$ cat config.mk
export PLATFORM = sky130hd
export DESIGN_NAME = bsg_fsb_trace_replay_mc
export DESIGN_NICKNAME = d
export VERILOG_FILES = /design/src/rtl/bsg_trace_replay_pkg.sv /design/src/rtl/bsg_trace_wait_counter.sv /design/src/rtl/bsg_fsb_trace_replay_mc.sv
export SDC_FILE = /design/constraint.sdc
export NUM_CORES = 1
export LEC_CHECK = 0
export ABC_AREA = 1
export ABC_CLOCK_PERIOD_IN_PS = 3770
export CAP_MARGIN = 10
export CELL_PAD_IN_SITES_DETAIL_PLACEMENT = 2
export CELL_PAD_IN_SITES_GLOBAL_PLACEMENT = 2
export CORE_UTILIZATION = 31
export DETAILED_ROUTE_END_ITERATION = 12
export DONT_BUFFER_PORTS = 1
export PLACE_DENSITY_LB_ADDON = 0.1
export RECOVER_POWER = 50
export SLEW_MARGIN = 20
export SYNTH_ARGS = -nofsm -noshare
export SYNTH_HDL_FRONTEND = slang
export SYNTH_HIERARCHICAL = 1
export SYNTH_SLANG_ARGS = --single-unit
$ cat constraint.sdc
create_clock -name clk_i -period 3.77 [get_ports clk_i]
set_input_delay 0.9425 -clock clk_i [delete_from_list [all_inputs] [get_ports clk_i]]
set_output_delay 0.9425 -clock clk_i [all_outputs]
set_load 0.02 [all_outputs]
$ cat src/rtl/bsg_trace_replay_pkg.sv
// Shared definitions for the multi-channel FSB trace replay engine:
// instruction opcodes and replay FSM states.
package bsg_trace_replay_pkg;

    localparam int bsg_trace_op_width_gp = 4;

    typedef enum logic [bsg_trace_op_width_gp-1:0] {
        e_trace_nop   = 4'd0,
        e_trace_send  = 4'd1,
        e_trace_recv  = 4'd2,
        e_trace_done  = 4'd3,
        e_trace_wait  = 4'd4,
        e_trace_chsel = 4'd5
    } bsg_trace_op_e;

    typedef enum logic [1:0] {
        eRUN  = 2'd0,
        eWAIT = 2'd1,
        eDONE = 2'd2
    } bsg_trace_state_e;

endpackage

$ cat src/rtl/bsg_trace_wait_counter.sv
// Loadable down-counter timing WAIT instructions; last_o flags the final
// cycle of a wait so the replay FSM can advance without a bubble.
module bsg_trace_wait_counter #(
    parameter int width_p = 16
) (
    input  logic               clk_i,
    input  logic               reset_i,
    input  logic               load_i,
    input  logic [width_p-1:0] load_val_i,
    input  logic               dec_i,
    output logic               zero_o,
    output logic               last_o
);

    logic [width_p-1:0] count_r;

    // NOTE: sequential state uses non-blocking assignments so every register samples pre-edge values.
    always_ff @(posedge clk_i or posedge reset_i) begin
        if (reset_i)               count_r <= '0;
        else if (load_i)           count_r <= load_val_i;
        else if (dec_i && !zero_o) count_r <= count_r - width_p'(1);
    end

    assign zero_o = (count_r == '0);
    assign last_o = (count_r == width_p'(1));

endmodule

$ cat src/rtl/bsg_fsb_trace_replay_mc.sv
// Multi-channel FSB trace replay: steps through a combinational ROM of
// {opcode, payload} words, sending, checking and pacing traffic per channel.
module bsg_fsb_trace_replay_mc
    import bsg_trace_replay_pkg::*;
#(
    parameter int channels_p       = 2,
    parameter int ring_width_p     = 80,
    parameter int rom_addr_width_p = 10,
    parameter int wait_width_p     = 16,
    localparam int sel_width_lp    = (channels_p > 1) ? $clog2(channels_p) : 1,
    localparam int rom_width_lp    = bsg_trace_op_width_gp + ring_width_p
) (
    input  logic                             clk_i,
    input  logic                             reset_i,
    input  logic                             en_i,

    input  logic [channels_p-1:0]            v_i,
    input  logic [channels_p*ring_width_p-1:0] data_i,
    output logic [channels_p-1:0]            ready_o,

    output logic [channels_p-1:0]            v_o,
    output logic [ring_width_p-1:0]          data_o,
    input  logic [channels_p-1:0]            yumi_i,

    output logic [rom_addr_width_p-1:0]      rom_addr_o,
    input  logic [rom_width_lp-1:0]          rom_data_i,

    output logic                             done_o,
    output logic                             error_o,
    output logic [sel_width_lp-1:0]          sel_o
);

    bsg_trace_state_e              state_r, state_n;
    logic [rom_addr_width_p-1:0]   addr_r, addr_n;
    logic [sel_width_lp-1:0]       sel_r, sel_n;
    logic                          error_r, error_n;

    bsg_trace_op_e                 op;
    logic [ring_width_p-1:0]       payload;
    logic [ring_width_p-1:0]       recv_data;
    logic [wait_width_p-1:0]       wait_val;
    logic                          chsel_ok;
    logic                          active;
    logic                          advance;
    logic                          wait_load, wait_dec, wait_zero, wait_last;

    assign op        = bsg_trace_op_e'(rom_data_i[ring_width_p +: bsg_trace_op_width_gp]);
    assign payload   = rom_data_i[ring_width_p-1:0];
    assign recv_data = data_i[int'(sel_r) * ring_width_p +: ring_width_p];
    assign wait_val  = payload[wait_width_p-1:0];
    assign chsel_ok  = (payload < ring_width_p'(channels_p));

    // Reset also gates the handshake outputs since the ROM word at address 0 is live during reset.
    assign active = en_i & ~reset_i;

    bsg_trace_wait_counter #(
        .width_p (wait_width_p)
    ) wait_counter (
        .clk_i      (clk_i),
        .reset_i    (reset_i),
        .load_i     (wait_load),
        .load_val_i (wait_val),
        .dec_i      (wait_dec),
        .zero_o     (wait_zero),
        .last_o     (wait_last)
    );

    always_comb begin
        // NOTE: every signal driven here gets a default first so no latches are inferred.
        state_n   = state_r;
        addr_n    = addr_r;
        sel_n     = sel_r;
        error_n   = error_r;
        advance   = 1'b0;
        wait_load = 1'b0;
        wait_dec  = 1'b0;
        v_o       = '0;
        ready_o   = '0;
        data_o    = '0;

        if (active) begin
            unique case (state_r)
                eRUN: begin
                    case (op)
                        e_trace_nop: advance = 1'b1;
                        e_trace_send: begin
                            v_o[sel_r] = 1'b1;
                            data_o     = payload;
                            advance    = yumi_i[sel_r];
                        end
                        e_trace_recv: begin
                            ready_o[sel_r] = 1'b1;
                            if (v_i[sel_r]) begin
                                advance = 1'b1;
                                if (recv_data != payload) error_n = 1'b1;
                            end
                        end
                        e_trace_done: state_n = eDONE;
                        e_trace_wait: begin
                            // The decode cycle is the first of the n+1 wait cycles.
                            wait_load = 1'b1;
                            if (wait_val == '0) advance = 1'b1;
                            else                state_n = eWAIT;
                        end
                        e_trace_chsel: begin
                            advance = 1'b1;
                            if (chsel_ok) sel_n   = payload[sel_width_lp-1:0];
                            else          error_n = 1'b1;
                        end
                        default: begin
                            advance = 1'b1;
                            error_n = 1'b1;
                        end
                    endcase
                end
                eWAIT: begin
                    wait_dec = 1'b1;
                    if (wait_last || wait_zero) begin
                        advance = 1'b1;
                        state_n = eRUN;
                    end
                end
                default: ;
            endcase
        end

        if (advance) addr_n = addr_r + rom_addr_width_p'(1);
    end

    always_ff @(posedge clk_i or posedge reset_i) begin
        if (reset_i) begin
            state_r <= eRUN;
            addr_r  <= '0;
            sel_r   <= '0;
            error_r <= 1'b0;
        end else begin
            state_r <= state_n;
            addr_r  <= addr_n;
            sel_r   <= sel_n;
            error_r <= error_n;
        end
    end

    assign rom_addr_o = en_i ? addr_r : '0;
    assign done_o     = (state_r == eDONE);
    assign error_o    = error_r;
    assign sel_o      = sel_r;

endmodule

Word level (Yosys, flattened, before mapping)
Index checks and enable logic that the tools add are counted.
Widths: inputs -> output; s select.
{"block": "word_totals", "in_bits": 251, "wordCells": 81, "register_bits": 30, "output_inout_bits": 97}
{"block": "classes", "bitwise": 3, "shift": 1, "addsub": 2, "eq_ne": 15, "n_lt_le_gt_ge": 3, "muxes": 37, "n_mul": 1, "n_reduce_logical": 14}
{"op": "$mux 80", "n": 3}
{"op": "$shiftx 160x9->80", "n": 1}
{"op": "$lt 80x2->1 const B", "n": 1}
{"op": "$ne 80x80->1", "n": 1}
{"op": "$logic_not 16->1", "n": 2}
{"op": "$mux 16", "n": 2}
{"op": "$mux 1", "n": 17}
{"op": "$eq 16x1->1 const B", "n": 1}
{"op": "$mux 2", "n": 8}
{"op": "$sub 16x1->16 const B", "n": 1}
{"op": "$add 10x1->10 const B", "n": 1}
{"op": "$mux 10", "n": 1}
{"op": "$eq 4x2->1 const B", "n": 2}
{"op": "$eq 4x3->1 const B", "n": 2}
{"op": "$ne 2x2->1 const B", "n": 4}
{"op": "$pmux 2 s2", "n": 2}
{"op": "$reduce_and 6->1", "n": 1}
{"op": "$reduce_and 5->1", "n": 1}
{"op": "$eq 4x1->1 const B", "n": 1}
{"op": "$logic_not 4->1", "n": 1}
{"op": "$mul 1x3->4 const B", "n": 1}
{"op": "$pmux 1 s4", "n": 1}
{"op": "$reduce_and 4->1", "n": 1}
{"op": "$reduce_bool 2->1", "n": 2}
{"op": "other kinds (16)", "n": 18}

Longest topological paths before layout
{"block": "logic_depth", "word_depth": 7, "ltp_mapped": 17, "ltp_nobuf": 15}

By module
The synthesis kept the hierarchy.
{"module": "bsg_fsb_trace_replay_mc", "area_each_um2": 4309.1, "cells_each": 901, "seq_area_each_um2": 350.3, "instances": 1}
{"module": "bsg_trace_wait_counter", "area_each_um2": 1281.2, "cells_each": 197, "seq_area_each_um2": 400.4, "instances": 1}

Worst setup path before layout
OpenSTA, ideal clock, no wires.
{"block": "synth_path", "path_type": "input port to output port", "startpoint": "input port reset_i", "endpoint": "output port data_o[72]", "cell_stages": 7, "arrival_time_ps": 2518, "setup_slack_ps": 310, "t_required_ps": 2828, "n_path_buf": 2, "path_cell_list": "inv_1 > nand2_1 > inv_1 > nand2_1 > clkbuf_1 > buf_1 > nor3_1"}
{"block": "synth_between", "elab_chain_cells": 3}
{"item": "start, declared", "line_no": "bsg_fsb_trace_replay_mc.sv:14", "source": "input logic reset_i,"}
{"item": "$not 1->1", "line_no": "bsg_fsb_trace_replay_mc.sv:54", "source": "assign active = en_i & ~reset_i;"}
{"item": "$and 1x1->1", "line_no": "bsg_fsb_trace_replay_mc.sv:54"}
{"item": "$mux 80", "line_no": "bsg_fsb_trace_replay_mc.sv:81", "source": "if (active) begin"}
{"item": "end, declared", "line_no": "bsg_fsb_trace_replay_mc.sv:22", "source": "output logic [ring_width_p-1:0] data_o,"}
Every way passes these cells.

Final worst setup path
{"block": "layout_path", "startpoint": "register sel_r (netlist: sel_o)", "endpoint": "output port v_o[1]"}
{"block": "layout_between", "elab_chain_cells": 7, "word_cells_on_any_way": 8, "classes_between": "2 x order compare; 5 x mux; 1 x reduce/logical"}
{"item": "start, declared", "line_no": "bsg_fsb_trace_replay_mc.sv:35", "source": "logic [sel_width_lp-1:0] sel_r, sel_n;"}
{"item": "start signal, assigned", "line_no": "bsg_fsb_trace_replay_mc.sv:139", "source": "sel_r <= sel_n;"}
{"item": "$lt 1x2->1 (not written as such) / $ge 1x1->1 (equally long branches)", "line_no": "bsg_fsb_trace_replay_mc.sv:87", "source": "v_o[sel_r] = 1'b1;"}
{"item": "$logic_and 1x1->1 (not written as such)", "line_no": "bsg_fsb_trace_replay_mc.sv:87"}
{"item": "$mux 1 (not written as such)", "line_no": "bsg_fsb_trace_replay_mc.sv:87"}
{"item": "$demux 1 s1 (*)", "line_no": "bsg_fsb_trace_replay_mc.sv:87"}
{"item": "$mux 2 (*)", "line_no": "bsg_fsb_trace_replay_mc.sv:84", "source": "case (op)"}
{"item": "$mux 2 (*)", "line_no": "bsg_fsb_trace_replay_mc.sv:82", "source": "unique case (state_r)"}
{"item": "$mux 2 (*)", "line_no": "bsg_fsb_trace_replay_mc.sv:81"}
{"item": "end, declared", "line_no": "bsg_fsb_trace_replay_mc.sv:21", "source": "output logic [channels_p-1:0] v_o,"}
Every way passes the cells marked *; elsewhere a longest branch is shown, timed or not.

==> results.md <==
- GR Overflow Total: 0
- Slew margin rel.: 42.25%
- First-pass detailed-route iteration total: 4
- Diode count: 0
- Placed cell area: approximately 6400 um^2
- Leak pwr: between 3 and 4 nW
- Register area share after synthesis: a little over an eighth
- Fin Clk Skew: between 0.003 and 0.004 ns
- Max VDD drop: roughly 150 uV
- Post-layout minimum cycle time: ~3.3 ns
- DR DRC count: 0
- Compound-gate portion of the synthesized area: 7.005%
- Nets: about 1400
- Non-filler instance count after layout: 1380
- Max-Cap Viols: 0
- Routability Congestion: between 0.8 and 0.9
- Arr. time, crit path: between 2 and 2.5 ns
- YS warnings: 6
- Crit Path Max Fanout: between 40 and 50
- Largest net degree at the start of global routing: 76
- XOR/XNOR Fraction of Synth Area: roughly 5.6%
- Clock Latency Late Sink: 0.28 ns
- Layout cells sized above 1: between 10% and 20%
- Main combinational cell family by area after synthesis: simple AND/OR/NAND/NOR gates
- Worst Setup Path Type: register to output pin
- Die area: 18580 um^2
- Total CTS buffers: 5
- Post-Synthesis Cells: 1098
- Hold Crit Class: register to register
- Area delta synth->final: 16.09%
- Status: finished clean
- Slew @ Worst Pin: 0.8663 ns
- Post-synthesis sequential element count: 30
- Die width: approximately 140 um
- IO Port Bufs: 0
- CTS root buf: clkbuf_16
- Mux cell area share after synthesis: 0%
- Vias per Instance: roughly 5.3
- WP data required: 2.83 ns
- Initial antenna violation count: 0
- Initial DRC count: approximately 190
- Routed WL: approximately 28000 um
- CTS tree: built
- RSZ-0062 raised after global routing: false
- Syn_nets: 1352
- Top Ports: about 350
- DP HPWL: roughly 23000 um
- Vias in the first global route: 7830
- Fin crit share: 86.31%
- Finish-stage setup viols: 0
- Reg clk slew, reported paths: approximately 0.050 ns
- Crit. End Element: output pin
- CTS sink cnt: 30
- Post-Synth Simple-Gate Area: a little under 60%
- Design Power: slightly below 1 mW
- Crit path launch type: register
- Final Hold Fails: 0
- Clock buffer depth: 2
- Fill cells: about 2300
- Mapped cell area: around 5600 um^2
- Synth Area per Inst: a little over 5 um^2
- Design area: 6490 um^2
- Post-synthesis adder-cell area fraction: 0.6714%
- Vias: 7291
- Setup TNS: 0 ns
- Placed cell count: around 1400
- Area of the core: about 17000 um^2
- Postcts setup bufs: 0
- First-pass GRT wire length: around 42000 um
- Routed len/inst: 20.34 um
- Die H: 136.3 um
- Placement Rows: 48
- Gr usage total: between 20% and 30%
- CTS hold repair buffers: 0
- CTS HTree Levels: 2
- Synth unique cells: 34
- Final Slew Violations: 0
- PD cells: roughly 150 nW/um^2
- CTS resizes: 0
- Max Freq: 307.3 MHz
- Routed Antenna Nets: 0
- Starting Density: 31.99%
## path summary, 6_finish.rpt
path,start,to,slack [ns],cells after the start
setup / recovery,sel_o,v_o[1],0.52,4
hold / removal,addr_r[9],addr_r[9],0.54,2
setup reg to reg,sel_o,addr_r[1],0.79,13
hold reg to reg,addr_r[9],addr_r[9],0.54,2
max in group asynchronous,reset_i,sel_o,2.31,2
min in group asynchronous,reset_i,wait_counter/count_r[15],0.68,1
## metal layers
| metal | up-vias | routed length [um] | GRT usage [%] |
|---|---|---|---|
| li1 | 3520 | - | - |
| met1 | 3500 | 11090 | 33.00 |
| met2 | 217 | 14660 | 54.79 |
| met3 | 54 | 1370 | 5.183 |
| met4 | 0 | 946 | 12.41 |
| met5 | - | 0 | 0 |
## kinds of logic (layout without fill, tap and decap cells)
kind of cell | count (synthesis) | count (layout)
buffers and inverters | 200 | 257
XOR/XNOR | 36 | 36
flip-flops | 30 | 30
AND/OR/NAND/NOR | 764 | 764
AO/OA/AOI/OAI | 65 | 65
adder cells (fa/ha/maj) | 3 | 3
## final cells by class
type                       count  area (um^2)  share of cell area (%)
clock buffer                   7        142.6                   2.198
clock inverter                 1        5.005                 0.07712
inverter                     156        585.6                   9.023
multi-input combinational    868         4016                   61.89
sequential                    30        754.5                   11.63
tap                          225        281.5                   4.338
timing repair buffer          93        704.4                   10.85
## synth_stat cells (all sizes together)
| cell type | n | area share (%) |
|---|---|---|
| o22ai | 1 | 0.11 |
| o211ai | 20 | 2.7 |
| dfrtp | 30 | 13 |
| nor3b | 19 | 2.6 |
| xnor2 | 5 | 0.78 |
| a21oi | 1 | 0.089 |
| nand3b | 3 | 0.40 |
| nor2 | 83 | 6.2 |
| buf | 29 | 3.2 |
| nand4 | 8 | 0.90 |
| nand2 | 491 | 34 |
| nand3 | 70 | 6.4 |
| nor4 | 15 | 1.7 |
| or2 | 3 | 0.34 |
| o31ai | 1 | 0.13 |
| xor2 | 31 | 4.9 |
| clkbuf | 15 | 1.0 |
| a31oi | 1 | 0.11 |
| o21ai | 41 | 3.9 |
| ha | 3 | 0.67 |
| inv | 156 | 10 |
| nor3 | 72 | 6.4 |
## stage by stage
step / setup WS [ns] / hold slack (ns) / util [%]
floorplan: 0.3096 / 0.4651 / -
global placement: 0.6854 / 0.4847 / 36.44
detailed placement: 0.5946 / 0.5028 / 36.44
CTS: 0.5279 / 0.5347 / 37.29
global route: 0.3608 / 0.5684 / 37.13
finish: 0.5160 / 0.5400 / 37.13
## registers in the layout (all words and copies together), names as in the netlist
register	flops
error_o	1
wait_counter/count_r	16
state_r	2
addr_r	10
sel_o	1
## critical path, cell delays in order, from the launching register on
cell and delay (ns):
dfrtp_4 0.81, inv_1 0.50, buf_4 0.34, nor3_1 0.20, buf_4 0.17
## power by group
group          switching [mW]  internal, mW  leakage, nW  total (mW)
clock network           0.151         0.262       0.0739       0.412
logic                   0.152        0.0851         3.17       0.237
registers             0.00289         0.324        0.371       0.327
## cells in the final DEF, fill, tap and decap left out, types with 4 or more instances in the layout
cell / n
nor4_1: 15
nand2_1: 485
nand3_1: 68
inv_1: 154
dfrtp_1: 29
buf_4: 86
nand2_4: 4
clkbuf_1: 6
nand4_1: 8
xor2_1: 31
nor3_1: 72
nor2_1: 79
o211ai_1: 20
xnor2_1: 5
nor3b_1: 19
clkbuf_16: 5
o21ai_0: 35
Note: power is estimated with default switching activity, not from simulation.
